--- src/rtl/mul_div_unit_if.sv ---
// mul_div_unit_if: request/response bundle between the core and the
// iterative RV32M multiply/divide unit.
//   start      core -> unit  request a new operation (sampled only when idle)
//   op         core -> unit  funct3: 0 MUL 1 MULH 2 MULHSU 3 MULHU
//                                    4 DIV 5 DIVU 6 REM  7 REMU
//   operand_a  core -> unit  rs1 value
//   operand_b  core -> unit  rs2 value (operand-mux output)
//   busy       unit -> core  operation in progress (stall)
//   done       unit -> core  one-cycle completion pulse
//   result     unit -> core  registered result, held until next completion
interface mul_div_unit_if #(parameter int DATA_WIDTH = 32);
  logic                  start;
  logic [2:0]            op;
  logic [DATA_WIDTH-1:0] operand_a;
  logic [DATA_WIDTH-1:0] operand_b;
  logic                  busy;
  logic                  done;
  logic [DATA_WIDTH-1:0] result;

  modport master (output start, op, operand_a, operand_b,
                  input  busy, done, result);
  modport slave  (input  start, op, operand_a, operand_b,
                  output busy, done, result);
endinterface

--- src/rtl/mul_div_unit.sv ---
// mul_div_unit: iterative 32-bit RV32M multiply/divide.
// Multiply is shift-add (LSB first), divide is restoring (MSB first); both
// take 32 iterations on operand magnitudes, signs are applied at FINISH.
// Divide-by-zero and signed overflow skip iteration and finish next cycle.
//   clk_i  core clock, rising edge
//   rst_i  asynchronous active-high reset
//   md     slave side of mul_div_unit_if (start/op/operands in,
//          busy/done/result out)
module mul_div_unit (
  input  logic           clk_i,
  input  logic           rst_i,
  mul_div_unit_if.slave  md
);
  typedef enum logic [1:0] {IDLE, CALC, FINISH} state_e;

  state_e      state_q;
  logic [2:0]  op_q;
  logic [63:0] a_q;        // multiplicand (shifts left) / dividend (MSB at bit 31)
  logic [31:0] b_q;        // multiplier (shifts right) / divisor
  logic [31:0] rem_q;      // partial remainder, always < divisor
  logic [63:0] acc_q;      // product / quotient; special value when special_q
  logic [5:0]  cnt_q;
  logic        sign_a_q, sign_b_q, special_q;
  logic        done_q;
  logic [31:0] result_q;

  // ---- operand decode at start ----
  logic        signed_a, signed_b, neg_a, neg_b, div0, ovf;
  logic [31:0] mag_a, mag_b, spec_val;

  always_comb begin
    // A is signed for MUL/MULH/MULHSU/DIV/REM; B only for MUL/MULH/DIV/REM.
    // MUL's low word is sign-agnostic, so treating it as signed is harmless.
    signed_a = !(md.op == 3'd3 || md.op == 3'd5 || md.op == 3'd7);
    signed_b = (md.op == 3'd0 || md.op == 3'd1 || md.op == 3'd4 || md.op == 3'd6);
    neg_a    = signed_a & md.operand_a[31];
    neg_b    = signed_b & md.operand_b[31];
    mag_a    = neg_a ? (32'd0 - md.operand_a) : md.operand_a;
    mag_b    = neg_b ? (32'd0 - md.operand_b) : md.operand_b;
    div0     = md.op[2] && (md.operand_b == 32'd0);
    ovf      = (md.op == 3'd4 || md.op == 3'd6) &&
               (md.operand_a == 32'h8000_0000) && (md.operand_b == 32'hFFFF_FFFF);
    // op[1] distinguishes REM/REMU from DIV/DIVU
    if (div0) spec_val = md.op[1] ? md.operand_a : 32'hFFFF_FFFF;
    else      spec_val = md.op[1] ? 32'd0 : 32'h8000_0000;
  end

  // ---- one iteration ----
  logic [32:0] trial;
  logic        qbit;
  logic [63:0] mul_acc;

  always_comb begin
    trial   = {rem_q, a_q[31]};
    qbit    = (trial >= {1'b0, b_q});
    mul_acc = acc_q + (b_q[0] ? a_q : 64'd0);
  end

  // ---- sign fix-up and result select ----
  logic [63:0] prod;
  logic [31:0] quo, remv, fin;

  always_comb begin
    prod = (sign_a_q ^ sign_b_q) ? (64'd0 - acc_q) : acc_q;
    quo  = (sign_a_q ^ sign_b_q) ? (32'd0 - acc_q[31:0]) : acc_q[31:0];
    remv = sign_a_q ? (32'd0 - rem_q) : rem_q;
    if (special_q)     fin = acc_q[31:0];
    else if (op_q[2])  fin = op_q[1] ? remv : quo;
    else               fin = (op_q == 3'd0) ? prod[31:0] : prod[63:32];
  end

  always_ff @(posedge clk_i or posedge rst_i) begin
    if (rst_i) begin
      state_q   <= IDLE;
      op_q      <= 3'd0;
      a_q       <= 64'd0;
      b_q       <= 32'd0;
      rem_q     <= 32'd0;
      acc_q     <= 64'd0;
      cnt_q     <= 6'd0;
      sign_a_q  <= 1'b0;
      sign_b_q  <= 1'b0;
      special_q <= 1'b0;
      done_q    <= 1'b0;
      result_q  <= 32'd0;
    end else begin
      done_q <= 1'b0;
      case (state_q)
        IDLE: if (md.start) begin
          op_q      <= md.op;
          a_q       <= {32'd0, mag_a};
          b_q       <= mag_b;
          sign_a_q  <= neg_a;
          sign_b_q  <= neg_b;
          rem_q     <= 32'd0;
          cnt_q     <= 6'd0;
          special_q <= div0 | ovf;
          // special cases park their final value in the accumulator
          acc_q     <= (div0 | ovf) ? {32'd0, spec_val} : 64'd0;
          state_q   <= (div0 | ovf) ? FINISH : CALC;
        end
        CALC: begin
          cnt_q <= cnt_q + 6'd1;
          a_q   <= a_q << 1;
          if (op_q[2]) begin
            rem_q <= qbit ? (trial[31:0] - b_q) : trial[31:0];
            acc_q <= {acc_q[62:0], qbit};
          end else begin
            acc_q <= mul_acc;
            b_q   <= b_q >> 1;
          end
          if (cnt_q == 6'd31) state_q <= FINISH;
        end
        FINISH: begin
          result_q <= fin;
          done_q   <= 1'b1;
          state_q  <= IDLE;
        end
        default: state_q <= IDLE;
      endcase
    end
  end

  assign md.busy   = (state_q != IDLE);
  assign md.done   = done_q;
  assign md.result = result_q;
endmodule

--- src/flat_wrapper.sv ---
// flat-port wrapper written by rule: the top's interface ports become plain ports
module mul_div_unit_flat 
  (clk_i, rst_i, md_start, md_op, md_operand_a, md_operand_b, md_busy, md_done, md_result);
  mul_div_unit_if md_i ();
  input  logic clk_i;
  input  logic rst_i;
  input wire logic [$bits(md_i.start)-1:0] md_start;
  input wire logic [$bits(md_i.op)-1:0] md_op;
  input wire logic [$bits(md_i.operand_a)-1:0] md_operand_a;
  input wire logic [$bits(md_i.operand_b)-1:0] md_operand_b;
  output wire logic [$bits(md_i.busy)-1:0] md_busy;
  output wire logic [$bits(md_i.done)-1:0] md_done;
  output wire logic [$bits(md_i.result)-1:0] md_result;
  assign md_i.start = md_start;
  assign md_i.op = md_op;
  assign md_i.operand_a = md_operand_a;
  assign md_i.operand_b = md_operand_b;
  assign md_busy = md_i.busy;
  assign md_done = md_i.done;
  assign md_result = md_i.result;
  mul_div_unit u_core (.clk_i(clk_i), .rst_i(rst_i), .md(md_i));
endmodule
--- config.mk ---
export PLATFORM = sky130hd
export DESIGN_NAME = mul_div_unit_flat
export DESIGN_NICKNAME = d
export VERILOG_FILES = /design/src/rtl/mul_div_unit_if.sv /design/src/rtl/mul_div_unit.sv /design/src/flat_wrapper.sv
export SDC_FILE = /design/constraint.sdc
export NUM_CORES = 1
export LEC_CHECK = 0
export CAP_MARGIN = 25
export CELL_PAD_IN_SITES_DETAIL_PLACEMENT = 1
export CELL_PAD_IN_SITES_GLOBAL_PLACEMENT = 1
export CORE_UTILIZATION = 47
export CTS_CLUSTER_DIAMETER = 60
export DETAILED_ROUTE_END_ITERATION = 6
export PLACE_DENSITY_LB_ADDON = 0.2
export SLEW_MARGIN = 20
export SYNTH_ARGS = -nofsm -noshare
export SYNTH_HDL_FRONTEND = slang
export SYNTH_SLANG_ARGS = --single-unit
--- constraint.sdc ---
create_clock -name clk_i -period 9.65 [get_ports clk_i]
set_input_delay 1.93 -clock clk_i [delete_from_list [all_inputs] [get_ports clk_i]]
set_output_delay 1.93 -clock clk_i [all_outputs]
set_load 0.05 [all_outputs]
* After elaboration in Yosys (flattened, before gate mapping)
Cells that the tools add are included. W data, S select, Z words.
Cells by class: $add $sub $neg 8, $lt $le $gt $ge 1, equality and inequality tests 15, multiplexer cells 33, bitwise logic cells 4, reductions and logical operators 21
Operators by type and width (count):
- $mux W32 | 17
- $mux W64 | 5
- $pmux W64 S2 | 2
- $pmux W32 S2 | 2
- $sub A1 B32 Y32 const A | 4
- $add A64 B64 Y64 | 1
- $eq A32 B32 Y1 const B | 2
- $sub A1 B64 Y64 const A | 1
- $ge A33 B32 Y1 | 1
- $logic_not A32 Y1 | 1
- $sub A32 B32 Y32 | 1
- $eq A3 B3 Y1 const B | 4
- $pmux W6 S2 | 1
- $add A6 B1 Y6 const B | 1
- $eq A6 B5 Y1 const B | 1
- $logic_not A3 Y1 | 2
- $logic_or A1 B1 Y1 | 6
- $mux W2 | 3
- $mux W6 | 1
- $reduce_and A2 Y1 | 3
- $reduce_and A3 Y1 | 2
- $ne A2 B1 Y1 const B | 2
- $ne A2 B2 Y1 const B | 2
- $pmux W2 S2 | 1
- other kinds (12) | 16
Storage, ports and cells: bits in registers 239, input bits 70, output and inout port bits 34, logic and storage cells 94

* Longest topological paths before layout
Gate-level depths: netlist of run 1.
depth in word-level cells 8, mapped depth 15, gate-level depth less buffers 14

* Least setup slack after synthesis of run 1
Ideal clock, no wire load.
kind input -> register, from in md_operand_a[2], to reg u_core.state_q[1], library setup time 77 ps, arrival time 4122 ps, data required time 9573 ps, slack 5451 ps, stages 9, buffers on the path 0, path through or3_4 or3b_4 nand2b_4 nor3_4 nand4_1 nor4_1 nor2_2 or3b_1 a21oi_1
Between the ends: longest elaborated chain between the ends 7
Ends and longest elaborated chain:
- from (decl) | RTL line flat_wrapper.sv:9 | input wire logic [$bits(md_i.operand_a)-1:0] md_operand_a;
- $eq A32 B32 Y1 | RTL line mul_div_unit.sv:42 | (md.operand_a == 32'h8000_0000) && (md.operand_b == 32'hFFFF_FFFF);
- $logic_and A1 B1 Y1 | RTL line mul_div_unit.sv:41 | ovf = (md.op == 3'd4 || md.op == 3'd6) &&
- $logic_and A1 B1 Y1 | RTL line mul_div_unit.sv:42
- $or A1 B1 Y1 | RTL line mul_div_unit.sv:100 | state_q <= (div0 | ovf) ? FINISH : CALC;
- $mux W2 | RTL line mul_div_unit.sv:100
- $mux W2 | RTL line mul_div_unit.sv:89 | IDLE: if (md.start) begin
- $pmux W2 S2 | RTL line mul_div_unit.sv:88 | case (state_q)
- to (signal assigned) | RTL line mul_div_unit.sv:100
- to (decl) | RTL line mul_div_unit.sv:16 | state_e state_q;
Every way passes these cells. The select of a mux whose other input is x is not followed. A chain may end at the register's enable or synchronous reset.

* Worst setup path in the final report of run 1
from in md_operand_b[2], to reg u_core.acc_q[27]
Between the ends: longest elaborated chain between the ends 6, elaborated cells on any way between the ends 9, classes of those cells 1 x eq/ne; 4 x mux; 1 x bitwise; 3 x reduce/logical
Ends and longest elaborated chain:
- from (decl) | RTL line flat_wrapper.sv:10 | input wire logic [$bits(md_i.operand_b)-1:0] md_operand_b;
- $eq A32 B32 Y1 or $logic_not A32 Y1 (tied branches) | RTL line mul_div_unit.sv:42, mul_div_unit.sv:40
- $logic_and A1 B1 Y1, on equally long branches | RTL line mul_div_unit.sv:42, mul_div_unit.sv:40
- $or A1 B1 Y1 or $mux W32 (tied branches) | RTL line mul_div_unit.sv:99, mul_div_unit.sv:44
- $mux W32 (*) | RTL line mul_div_unit.sv:99 | acc_q <= (div0 | ovf) ? {32'd0, spec_val} : 64'd0;
- $mux W64 (*) | RTL line mul_div_unit.sv:89
- $pmux W64 S2 (*) | RTL line mul_div_unit.sv:88
- to (signal assigned) | RTL line mul_div_unit.sv:99
- to (signal assigned) | RTL line mul_div_unit.sv:107 | acc_q <= {acc_q[62:0], qbit};
- to (signal assigned) | RTL line mul_div_unit.sv:109 | acc_q <= mul_acc;
- to (decl) | RTL line mul_div_unit.sv:21 | logic [63:0] acc_q;
Every way passes the cells marked *; elsewhere a longest branch is shown, timed or not. The select of a mux whose other input is x is not followed.

==> flow_summary_export.csv, run 1 <==
group,metric,value,unit
worst_setup_path,crit_family,"simple AND/OR/NAND/NOR gates",
sta,final.period_utilization,0.5057,
global_route,grt_util_all_layers,0.3424,
drt,final_antenna_net_count,0,
synthesis,synth_edf_count,0,
pwr,clkPwrFrac,0.156,
pwr,switching_share,0.5149,
drt,routed_wirelength,75540,µm
finish,nNetsFinal,2783,
worst_setup_path,crit_start,"md_operand_b[2]",
finish,diodes,0,
worst_setup_path,cp_slowest_cell,"clkdlybuf4s50_1",
clock_tree,cts_setup_buffers,0,
sta,setup-violations-final,0,
worst_setup_path,r2r_slack,4.78,ns
clock_tree,clock_sinks,239,
clock_tree,clk_latency,0.56,ns
finish,area_delta_synth_final,12.74,%
drt,via_per_inst,6.402,
synthesis,postSynthCellCount,2609,
sta,clock_skew,0.02554,ns
synthesis,synthesis.nets,2783,
pwr,leakagePower,9.436,nW
clock_tree,cts_inserted_buffers,36,
synthesis,syn_area_per_cell,7.816,µm²
synthesis,yosys-top-cells-area,"dfrtp_1 29%, o21ai_0 8.0%, ha_1 6.3%",
floorplanning,rows,75,
global_route,antenna_found_initial,0,
floorplanning,die_x,210.3,µm
sta,finalMaxSlewViolations,0,
place,post_dp_cell_area,21770,µm²
place,dp_slack,4.235,ns
clock_tree,hold_buffers,0,
worst_setup_path,cp.depth,11,
synthesis,synth.top_cell.area_share,0.2933,
synthesis,ys.flop_type,"dfrtp_1",
clock_tree,cts_root_buf,"clkbuf_16",
finish,drive_gt1_frac,0.05617,
sta,hold_violations,0,
drt,first_pass_iters,7,
drt,drcViolationCount,0,
global_route,grt_pass1_vias,20758,
sta,worst_pin_slew,1.026,ns
worst_setup_path,cpPeakStageDelay,0.50,ns
clock_tree,htree_num_levels,2,
sta,finalWorstSetupSlack,4.770,ns
worst_setup_path,r2r_cells,13,
sta,hold_ws,0.4817,ns
pwr,max-vdd-ir-drop,0.2590,mV
pwr,comb_power_share,0.591,
synthesis,syn_area,20390,µm²
floorplanning,die_area,44220,µm²
global_route,grt-ovfl-total,0,
worst_setup_path,cp.required,10.11,ns
worst_setup_path,endpoint_kind,"flip-flop",
worst_setup_path,path_max_fanout,23,
sta,rsz0062_at_grt,"false",
pwr,power_density,372.3,nW/µm²
sta,tns,0,ns
synthesis,postSynth.asyncResetShare,1.000,
pwr,p_int,4.152,mW
worst_setup_path,path_class,"in2reg",
floorplanning,io_pins,104,
worst_setup_path,startpoint_type,"input pin",
finish,fin_util,0.5432,
global_route,grt_pass1_wl,119200,µm
pwr,seq_power_share,0.252,
synthesis,ys_seq_area_frac,0.2933,
floorplanning,start_util,0.4818,
worst_setup_path,arrival,5.34,ns
place,port_buffers,103,
worst_setup_path,worst-path-buf-inv,1,
drt,first_iter_violations,1670,
synthesis,yosysUniqueCellTypes,95,
worst_setup_path,r2r_end,"u_core.acc_q[60]",
synthesis,yosysTopAreaCell,"dfrtp_1",
global_route,grt_max_degree,146,
floorplanning,die_h,210.3,µm
worst_setup_path,reg2reg_from,"u_core.b_q[0]",
floorplanning,core_area,42320,µm²
drt,vias,20562,
synthesis,ys_ff_latch,239,
worst_setup_path,crit_chain,"clkdlybuf4s50_1, nor3_1, nand4b_1, or3_4, nor4_4, and2_4, nand3b_4, or2_4, nor2_4, o21ai_0, a41oi_1",
clock_tree,cts_tree,"built",
sta,fin_crit,4.880,ns
sta,max_freq,0.2049,GHz
clock_tree,cts_resized,0,
drt,avgRoutedWirePerCell,23.52,µm
worst_setup_path,cp-endpoint,"u_core.acc_q[27]",
status,status,"finished clean",
place,dp_hpwl,55750,µm
clock_tree,clock_path_buffers,3,
flow_run,drv_cap,0,
synthesis,yosys_warnings,0,
pwr,p_sw,4.408,mW
place,gp_congestion,0.9677,
finish,fin_area,22990,µm²
min_path,worst_hold_path_type,"reg2reg",
sta,relSlewSlack,0.3141,
clock_tree,clk_pin_slew,0.05,ns
-- routing by layer --
layer,GRT usage,vias to the layer above,share of wire
met2,0.5457,686,0.46
met3,0.05334,147,0.061
met1,0.4740,10267,0.45
li1,-,9462,-
met5,0,-,0
met4,0.1118,0,0.029
-- Yosys cell counts (all sizes together), types with 33 or more instances --
cell / instances
a21o: 39
xor2: 110
ha: 102
and2: 73
nor2: 197
nor3: 55
clkbuf: 144
a22oi: 60
nand3: 53
a21oi: 220
xnor2: 117
nand2: 303
o31ai: 37
mux2i: 38
o21ai: 329
inv: 62
dfrtp: 239
nand4: 33
-- power by group through the flow --
stage	logic (mW)	registers (mW)	clock network, mW
3_3_place_gp	4.77	2.12	0
3_5_place_dp	4.95	2.14	0
4_1_cts	5.00	2.13	1.36
2_1_floorplan	3.77	1.79	0
5_1_grt	5.55	2.19	1.39
6_report	5.06	2.16	1.34
-- worst reg2reg max path: stages (launching register included) --
cell and delay (ns):
dfrtp_1 0.89, buf_4 0.48, and2_1 0.19, ha_1 0.29
a21oi_1 0.20, o21ai_0 0.16, o31ai_1 0.28, a21oi_1 0.18
or3b_2 0.46, o21ai_0 0.51, o21ai_0 0.32, a221oi_1 0.44
xor2_1 0.23, o21ai_0 0.10
-- through the flow --
| stage | total power [mW] | instances |
|---|---|---|
| 5_1_grt | 9.142 | 3212 |
| 3_3_place_gp | 6.893 | 3146 |
| 6_report | 8.560 | 3212 |
| 2_1_floorplan | 5.564 | 2609 |
| 4_1_cts | 8.478 | 3211 |
| 3_5_place_dp | 7.088 | 3147 |
-- flip-flops by register name (all words and copies together), names as in the netlist, 2 cells and up --
signal / cells
u_core.rem_q: 32
u_core.b_q: 32
u_core.md.result: 32
u_core.state_q: 2
u_core.op_q: 3
u_core.cnt_q: 6
u_core.a_q: 64
u_core.acc_q: 64
-- worst min-delay path by stage --
stage / endpoint / slack [ns] / start / cells past startpoint
3_5_place_dp: u_core.md.result[20] / 0.48 / u_core.md.result[20] / 2
5_1_grt: u_core.md.result[20] / 0.51 / u_core.md.result[20] / 2
2_1_floorplan: u_core.state_q[1] / 0.45 / u_core.state_q[1] / 1
4_1_cts: u_core.md.result[20] / 0.49 / u_core.md.result[20] / 2
3_3_place_gp: u_core.md.result[21] / 0.47 / u_core.md.result[21] / 2
6_report: u_core.md.result[20] / 0.48 / u_core.md.result[20] / 2
-- cells in the final DEF (no fill, tap or decap), types with 12 or more instances in the layout --
cell type | netlist | final
o31ai_1 | 35 | 35
mux2i_1 | 38 | 38
nand2_1 | 303 | 302
a21o_1 | 39 | 39
clkbuf_16 | 0 | 37
buf_4 | 1 | 21
nor2_1 | 193 | 189
or4_1 | 12 | 12
o21bai_1 | 15 | 15
nand2b_1 | 20 | 18
o221ai_1 | 19 | 19
o21ai_0 | 325 | 325
xnor2_1 | 117 | 116
a22oi_1 | 59 | 59
nand3_1 | 53 | 53
o22ai_1 | 14 | 14
o41ai_1 | 14 | 14
clkdlybuf4s50_1 | 0 | 103
and3_1 | 17 | 17
a221oi_1 | 12 | 12
ha_1 | 102 | 102
and2_1 | 72 | 71
nand4_1 | 33 | 33
nor3_1 | 54 | 54
a211oi_1 | 27 | 27
nor2b_1 | 18 | 17
inv_1 | 62 | 61
nor4_1 | 24 | 24
dfrtp_1 | 239 | 238
a31oi_1 | 27 | 27
or3_1 | 15 | 15
xor2_1 | 110 | 109
a21oi_1 | 220 | 220
-- logic make-up (layout without fill, tap and decap cells) --
group | count (synthesis) | after routing | synth area share
AOI/OAI and AO/OA | 890 | 890 | 0.2681
xor gates and xnor gates | 227 | 227 | 0.09750
adders and majority gates | 104 | 104 | 0.06455
buffers and inverters | 229 | 255 | 0.04319
DFF | 239 | 239 | 0.2933
muxes | 41 | 41 | 0.02031
and+or+nand+nor | 879 | 879 | 0.2130
-- layout make-up --
cell class | instances | area [µm²]
fill | 5199 | 19330
multi-input combinational | 2141 | 13590
sequential | 239 | 5982
timing repair buffer | 127 | 1249
clock buffer | 47 | 1013
tap | 577 | 721.9
inverter | 64 | 247.7
clock inverter | 17 | 182.7
No activity file was read; power rests on OpenSTA's default activity.
==> run 2, diff against run 1 <==
Clock period 9.65 ns to 5 ns, I/O delays scaled along.
==> run 2 against run 1 <==
  * Sequential power up 87%
  * Combinational power up 100%
  * Critical path type is now reg2reg
  * First-iteration DRC count grew 2.2%
==> flow_summary_export.csv, run 2 (same netlist as run 1, synthesis figures left out) <==
group,metric,value,unit
worst_setup_path,r2r_cells,13,
drt,avgRoutedWirePerCell,24.00,µm
global_route,antenna_found_initial,2,
drt,vias,20907,
worst_setup_path,startpoint_type,"flip-flop",
pwr,power_density,727.3,nW/µm²
floorplanning,core_area,42320,µm²
sta,final.period_utilization,0.9060,
floorplanning,rows,75,
drt,routed_wirelength,77580,µm
min_path,hold_start,"u_core.a_q[40]",
global_route,grt_max_degree,91,
status,status,"finished clean",
worst_setup_path,arrival,4.96,ns
finish,area_delta_synth_final,14.04,%
min_path,worst_hold_path_type,"reg2reg",
worst_setup_path,r2r_end,"u_core.acc_q[57]",
place,dp_hpwl,57260,µm
sta,tns,0,ns
worst_setup_path,path_class,"reg2reg",
clock_tree,cts_root_buf,"clkbuf_16",
drt,first_iter_violations,1707,
global_route,grt_pass1_vias,21100,
sta,max_freq,0.2207,GHz
floorplanning,die_area,44220,µm²
finish,fin_util,0.5495,
flow_run,drv_cap,0,
global_route,grt_util_all_layers,0.3503,
finish,reg_top3,"u_core.a_q: 64 flops, u_core.acc_q: 64 flops",
sta,rsz0062_at_grt,"false",
min_path,hold_depth,2,
clock_tree,cts_inserted_buffers,36,
sta,setup-violations-final,0,
clock_tree,clk_pin_slew,0.06,ns
sta,hold_violations,0,
sta,finalMaxSlewViolations,0,
worst_setup_path,endpoint_kind,"flip-flop",
place,gp_congestion,0.9570,
drt,first_pass_iters,5,
finish,final_cell_mix,"325 x o21ai_0, 302 x nand2_1, 238 x dfrtp_1",
min_path,min_to,"u_core.a_q[41]",
drt,via_per_inst,6.467,
floorplanning,start_util,0.4818,
pwr,max-vdd-ir-drop,0.2672,mV
sta,relSlewSlack,0.3055,
clock_tree,hold_buffers,0,
clock_tree,cts_setup_buffers,0,
worst_setup_path,r2r_slack,0.47,ns
finish,layout_commonest_cell,"o21ai_0",
clock_tree,clk_latency,0.56,ns
sta,clock_skew,0.02282,ns
floorplanning,io_pins,104,
sta,fin_crit,4.530,ns
finish,nNetsFinal,2804,
clock_tree,clock_path_buffers,3,
clock_tree,cts_resized,0,
floorplanning,die_x,210.3,µm
drt,final_antenna_net_count,0,
worst_setup_path,reg2reg_from,"u_core.b_q[0]",
clock_tree,clock_sinks,239,
drt,drcViolationCount,0,
worst_setup_path,path_max_fanout,12,
finish,drive_gt1_frac,0.06438,
finish,diodes,0,
pwr,leakagePower,9.596,nW
clock_tree,cts_tree,"built",
sta,worst_pin_slew,1.039,ns
global_route,grt-ovfl-total,0,
clock_tree,htree_num_levels,2,
global_route,grt_pass1_wl,122000,µm
floorplanning,die_h,210.3,µm
place,port_buffers,103,
worst_setup_path,cp.required,5.43,ns
[run 2: cell count changes in the layout (fill, tap and decap cells not counted)]
cell | previous run | this run
buf_4 | 21 | 37
nor2_2 | 4 | 5
clkbuf_1 | 5 | 4
inv_6 | 1 | 3
clkinv_4 | 5 | 2
buf_6 | 0 | 2
clkinvlp_4 | 5 | 2
clkinv_2 | 2 | 6
nor2_1 | 189 | 188
buf_12 | 3 | 5
buf_16 | 0 | 1
bufinv_16 | 2 | 5
inv_8 | 3 | 1
[run 2: routing by layer]
| metal | up-vias | part of all wire | track usage |
|---|---|---|---|
| met2 | 700 | 0.46 | 0.5663 |
| met4 | 4 | 0.031 | 0.1201 |
| met1 | 10547 | 0.45 | 0.4785 |
| met3 | 152 | 0.063 | 0.05036 |
| met5 | - | 0.00028 | 0 |
| li1 | 9504 | - | - |
[run 2: worst max-delay path: stages, from the launching register on]
cell	delay [ns]
dfrtp_1	0.55
ha_1	0.29
ha_1	0.43
nand4_1	0.31
nor4_1	0.59
nand4_1	0.18
a2111oi_0	0.68
buf_4	0.24
o2111a_1	0.16
nand2b_1	0.24
a21o_1	0.25
and2b_1	0.19
mux2i_1	0.20
a21oi_1	0.09
[run 2: area by class of cell]
| cell class | count | area, µm² |
|---|---|---|
| Inverter | 64 | 244.0 |
| Clock inverter | 18 | 242.7 |
| Clock buffer | 46 | 1010 |
| Multi-Input combinational cell | 2141 | 13600 |
| Sequential cell | 239 | 5982 |
| Fill cell | 5164 | 19070 |
| Timing Repair Buffer | 148 | 1459 |
| Tap cell | 577 | 721.9 |
[run 2: worst max-delay path by stage]
stage	from	end	slack, ns	cells past startpoint
after global routing	u_core.b_q[0]	u_core.acc_q[61]	0.22	14
after CTS	u_core.b_q[0]	u_core.acc_q[57]	0.58	14
final	u_core.b_q[0]	u_core.acc_q[57]	0.47	13
after detailed placement	md_operand_b[2]	u_core.acc_q[28]	0.45	11
after global placement	md_operand_b[8]	u_core.acc_q[23]	0.70	11
after floorplan	rst_i	u_core.a_q[0]	0.87	1
[run 2: report_power, final]
part	internal (mW)	switching [mW]	total [mW]	leakage, nW
Sequential	2.71	1.33	4.05	3.08
Clock	1.70	1.04	2.74	0.619
Combinational	3.86	6.27	10.1	5.90
Total	8.27	8.64	16.9	9.60
[run 2: stage by stage]
step	power (mW)	hold WS [ns]	instances	setup WS (ns)	area, µm²
after detailed placement	13.80	0.4894	3166	0.4521	21960
after CTS	16.68	0.5037	3230	0.5776	23210
after global placement	13.37	0.4743	3165	0.7006	21930
after global routing	17.98	0.5381	3233	0.2196	23250
after floorplan	10.74	0.4547	2609	0.8662	20400
final	16.91	0.5010	3233	0.4698	23250
